## config.mk

```make
export PLATFORM = sky130hd
export DESIGN_NAME = counter_non_recycling
export DESIGN_NICKNAME = d
export VERILOG_FILES = /design/src/rtl/counter_nr_pkg.sv /design/src/rtl/counter_nr_sat_inc.sv /design/src/rtl/counter_non_recycling.sv
export SDC_FILE = /design/constraint.sdc
export NUM_CORES = 1
export LEC_CHECK = 0
export ABC_AREA = 1
export CORE_AREA = 10 10 47 49
export CTS_CLUSTER_SIZE = 16
export DETAILED_ROUTE_END_ITERATION = 8
export DIE_AREA = 0 0 57 59
export GPL_TIMING_DRIVEN = 0
export SYNTH_ARGS = -nofsm -noshare
export SYNTH_HDL_FRONTEND = slang
export SYNTH_HIERARCHICAL = 1
export SYNTH_SLANG_ARGS = --single-unit
```

## constraint.sdc

```tcl
create_clock -name clock -period 1.7 [get_ports clock]
set_clock_uncertainty 0.15 [all_clocks]
set_input_delay 0.34 -clock clock [delete_from_list [all_inputs] [get_ports clock]]
set_output_delay 0.34 -clock clock [all_outputs]
set_load 0.01 [all_outputs]
```

## src/rtl/counter_nr_pkg.sv

```systemverilog
// -----------------------------------------------------------------------------
// counter_nr_pkg
// Shared definitions for the non-recycling (saturating) counter family used in
// the microwave controller datapath.
//
// Contents:
//   CNR_DEFAULT_WIDTH - default counter width in bits
//   CNR_MAX_WIDTH     - widest counter the helper functions support
//   cnr_sat_next()    - saturating next-value: cur < max ? cur + 1 : max
//   cnr_clamp()       - min(val, max), used when a value is loaded from outside
//
// Both helpers work on CNR_MAX_WIDTH-bit operands so that any counter of
// width 2..16 can share them; callers zero-extend their operands.
// -----------------------------------------------------------------------------
package counter_nr_pkg;

    localparam int CNR_DEFAULT_WIDTH = 32'sd4;
    localparam int CNR_MAX_WIDTH     = 32'sd16;

    // Saturating increment. The compare happens before the add, and the add is
    // one bit wider than the operands, so cur == 16'hFFFF can never wrap.
    function automatic logic [15:0] cnr_sat_next(
        input logic [15:0] cur,
        input logic [15:0] max_val
    );
        logic [16:0] sum_s;
        sum_s = {1'b0, cur} + 17'd1;
        if (cur >= max_val) begin
            cnr_sat_next = max_val;
        end else begin
            cnr_sat_next = sum_s[15:0];
        end
    endfunction

    // Clamp an externally supplied value to the terminal count.
    function automatic logic [15:0] cnr_clamp(
        input logic [15:0] val,
        input logic [15:0] max_val
    );
        if (val > max_val) begin
            cnr_clamp = max_val;
        end else begin
            cnr_clamp = val;
        end
    endfunction

endpackage

```

## src/rtl/counter_nr_sat_inc.sv

```systemverilog
// -----------------------------------------------------------------------------
// counter_nr_sat_inc
// Combinational saturating incrementer for counter_non_recycling.
//
// Parameters:
//   WIDTH     - operand width in bits (2..16)
//   MAX_COUNT - terminal value; the increment stops here
//
// Ports:
//   cur     in  [WIDTH-1:0]  current count (from the counter register)
//   en      in  1            increment request
//   next    out [WIDTH-1:0]  cur + 1 when en and below MAX_COUNT, else cur
//   at_max  out 1            cur == MAX_COUNT
// -----------------------------------------------------------------------------
module counter_nr_sat_inc
    import counter_nr_pkg::*;
#(
    parameter int WIDTH     = CNR_DEFAULT_WIDTH,
    parameter int MAX_COUNT = (32'sd1 <<< WIDTH) - 32'sd1
) (
    input  logic [WIDTH-1:0] cur,
    input  logic             en,
    output logic [WIDTH-1:0] next,
    output logic             at_max
);

    localparam logic [15:0]      MAX_WIDE = 16'(MAX_COUNT);
    localparam logic [WIDTH-1:0] MAX_W    = WIDTH'(MAX_COUNT);

    logic [15:0] w_cur_wide;
    logic [15:0] w_next_wide;

    assign w_cur_wide = 16'(cur);

    // Select between the saturated increment and a plain hold.
    always_comb begin
        w_next_wide = 16'd0;
        if (en) begin
            w_next_wide = cnr_sat_next(w_cur_wide, MAX_WIDE);
        end else begin
            w_next_wide = w_cur_wide;
        end
    end

    assign next   = w_next_wide[WIDTH-1:0];
    assign at_max = (cur == MAX_W);

endmodule

```

## src/rtl/counter_non_recycling.sv

```systemverilog
// -----------------------------------------------------------------------------
// counter_non_recycling
// Up-counter that saturates at MAX_COUNT instead of wrapping. Once at the
// terminal value it stays there until reset (or a load, when built with
// COUNTER_NR_LOAD_EN). Used as a one-shot elapsed-tick / sequence-step counter.
//
// Build option:
//   COUNTER_NR_LOAD_EN - adds load / load_value ports. A load on a rising edge
//                        takes min(load_value, MAX_COUNT) and beats en.
//
// Parameters:
//   WIDTH       - counter width in bits (2..16)
//   MAX_COUNT   - terminal value, 1 .. 2**WIDTH-1
//   RESET_VALUE - value forced while reset is low, <= MAX_COUNT
//
// Ports:
//   clock       in  1            rising-edge clock
//   reset       in  1            asynchronous active-low reset
//   en          in  1            count enable
//   load        in  1            (COUNTER_NR_LOAD_EN only) synchronous load
//   load_value  in  [WIDTH-1:0]  (COUNTER_NR_LOAD_EN only) value to load
//   data        out [WIDTH-1:0]  current count (register output)
//   at_max      out 1            data == MAX_COUNT, decoded from the register
// -----------------------------------------------------------------------------
module counter_non_recycling
    import counter_nr_pkg::*;
#(
    parameter int WIDTH       = CNR_DEFAULT_WIDTH,
    parameter int MAX_COUNT   = (32'sd1 <<< WIDTH) - 32'sd1,
    parameter int RESET_VALUE = 32'sd0
) (
    input  logic             clock,
    input  logic             reset,
    input  logic             en,
`ifdef COUNTER_NR_LOAD_EN
    input  logic             load,
    input  logic [WIDTH-1:0] load_value,
`endif
    output logic [WIDTH-1:0] data,
    output logic             at_max
);

    localparam logic [WIDTH-1:0] RESET_W  = WIDTH'(RESET_VALUE);
    localparam logic [15:0]      MAX_WIDE = 16'(MAX_COUNT);

    logic [WIDTH-1:0] r_count;
    logic [WIDTH-1:0] w_inc_next;
    logic             w_at_max;
    logic [WIDTH-1:0] w_d;

    counter_nr_sat_inc #(
        .WIDTH     (WIDTH),
        .MAX_COUNT (MAX_COUNT)
    ) u_sat_inc (
        .cur    (r_count),
        .en     (en),
        .next   (w_inc_next),
        .at_max (w_at_max)
    );

    // Next-state select: optional clamped load has priority over counting.
    always_comb begin
        w_d = r_count;
`ifdef COUNTER_NR_LOAD_EN
        if (load) begin
            w_d = WIDTH'(cnr_clamp(16'(load_value), MAX_WIDE));
        end else begin
            w_d = w_inc_next;
        end
`else
        w_d = w_inc_next;
`endif
    end

    // Count register; reset clears asynchronously, release acts on the next edge.
    always_ff @(posedge clock or negedge reset) begin
        if (!reset) begin
            r_count <= RESET_W;
        end else begin
            r_count <= w_d;
        end
    end

    assign data   = r_count;
    assign at_max = w_at_max;

endmodule

```

==> flow_summary.toml <==
[critical_path]
crit_path_max_incr_delay_ns = 0.40
crit_chain = "buf_4 > dlygate4sd2_1"
crit_path_top_delay_cell = "dfrtp_1"
required_ns = 1.21
critPathLaunchType = "register"
worstPathMaxFanout = 3
crit_arrival_ns = 1.06
crit_type = "register to output pin"
setup.worst_path.end_class = "output pin"

[clock_tree]
root_buffer = "clkbuf_4"
cts_buffers = 3
clkLatencyLatePin_ns = 0.23
clk_pin_slew_ns = 0.04
cts_tree = "yes"
cts_max_level = 1
cts_buffer_depth = 2
cts.sinks = 4
cts_hold_buffers = 0

[global_routing]
grt-ovfl-total = 0
antenna_found_initial = 0
grt_pass1_vias = 213
grt_pass1_wl_um = 876
track_usage_pct = 3.55
grt_max_degree = 7

[synth]
synth_seq_cells = 4
synth_cell_type_count = 9
ys_warn_count = 6
avgSynthCellArea_um2 = 7.75
netlist_area_um2 = 201
syn-instance-count = 26
synth_nets = 30
ys_seq_area_share_pct = 49.7

[die]
std_cell_rows = 14
die_h_um = 59
die_w_um = 57
io_pins = 8
dieArea_um2 = 3360
core-area_um2 = 1400
start_util_pct = 14.4

[power]
leakagePower_uw = 0.000165
ir_worst_vdd_v = 0.000536
p_per_area_nw_per_um2 = 1910
p_total_uw = 642

[detailed_routing]
routedWlPerCell_um = 9.28
ant_nets = 0
drt-total-wl_um = 501
drt_iter0_markers = 1
num_vias = 200
drc = 0
routed_via_density = 3.70
drt_first_pass_iters = 4

[flow_run]
drv_cap = 0

[timing]
layout_min_cycle_time_ns = 1.55
rsz0062_at_grt = "no"
finalHoldViolCount = 0
drv_slew = 0
tightest_slew_ns = 0.221
relSlewSlack_pct = 85.3
max_freq_mhz = 645
setup_viol = 0
fin_crit_sh_pct = 91.3

[cells_and_area]
fillers = 166
multi_input_area_um2 = 104
fin_nets = 44
antenna_cells = 0
areaGrowthSynthToFinish_pct = 67.1
drive_above_1_share_pct = 23.7
final_cell_mix = "nor2_1, dfrtp_1, dlygate4sd2_1, inv_1"
fin_util_pct = 24.0
final_common_cell = "nor2_1"
largest_reg_flops = 4
seq_area_um2 = 100

[place]
hpwl_um = 398
place_congestion = 0.645
port_buffers = 7

[outcome]
status = "complete, no violations"

[min_path]
hold_class = "input pin to async pin"
## through the flow
stage                     setup TNS (ns)  worst slack [ns]  cells  hold slack [ns]  area, µm²
after floorplan                        0             0.362     26           -0.106        201
after global placement            -0.125            -0.125     49            0.399        292
after detailed placement          -0.132            -0.132     49            0.405        292
after CTS                        -0.0154           -0.0154     54            0.153        330
after global routing                   0            0.0785     54            0.164        337
final                                  0             0.149     54            0.160        337
## what timing repair did
action                                  CTS  global route
cloned                                    0             0
endpoints found under the setup margin    1             1
resized for setup                         7             3
buffers inserted                          2             0
## cell type report
type                            instances  share of cell area, %
Clock buffer                            3                   6.69
Inverter                                4                   4.46
Sequential cell                         4                   29.7
Multi-Input combinational cell         18                   30.9
Timing Repair Buffer                    9                   22.3
Tap cell                               16                   5.95
## synth_stat cells (all sizes together)
| library cell | count | area share (%) |
|---|---|---|
| a21oi | 2 | 5.0 |
| nor2 | 8 | 15 |
| inv | 4 | 7.5 |
| nand3 | 2 | 5.0 |
| ha | 1 | 6.2 |
| a31oi | 1 | 3.1 |
| dfrtp | 4 | 50 |
| nand2 | 4 | 8.7 |
## worst max-delay path: cells and delay by family, from the launching register on
| family | cells | cell delay (ns) |
|---|---|---|
| buffers and inverters | 2 | 0.44 |
| DFF | 1 | 0.40 |
## where the power goes
part           internal (µW)  total, µW  leakage [µW]  switching [µW]
Clock                   78.6        113     0.0000138            34.0
Sequential               142        194     0.0000434            51.9
Combinational            171        336      0.000108             165
Total                    391        642      0.000165             251
## per-layer routing
layer / vias up / share of wire (%) / global-route usage (%) / wire length [µm]
li1: 107 / - / - / -
met1: 89 / 42 / 3.21 / 208
met2: 4 / 52 / 5.58 / 261
met3: 0 / 6.0 / 1.50 / 30
met4: 0 / 0 / 4.03 / 0
met5: - / 0 / 0 / 0
## cell families (layout without fill, tap and decap cells)
| group | after synthesis | in the layout | synth area share [%] |
|---|---|---|---|
| AO/OA/AOI/OAI | 3 | 3 | 8.08 |
| adder cells (fa/ha/maj) | 1 | 1 | 6.21 |
| flip-flops | 4 | 4 | 49.7 |
| AND/OR/NAND/NOR | 14 | 14 | 28.6 |
| buffers and inverters | 4 | 16 | 7.45 |
## path summary, 6_finish.rpt
| check | slack (ns) | cells past startpoint | end | startpoint |
|---|---|---|---|---|
| hold / removal | 0.16 | 1 | data[2] | reset |
| max in group asynchronous | 1.08 | 1 | data[0] | reset |
| setup reg to reg | 0.57 | 5 | data[3] | data[0] |
| min in group clock | 0.45 | 2 | data[2] | data[3] |
| hold reg to reg | 0.45 | 2 | data[2] | data[3] |
| setup / recovery | 0.15 | 2 | data[0] | data[0] |
Power figures use the tool's default switching activity.
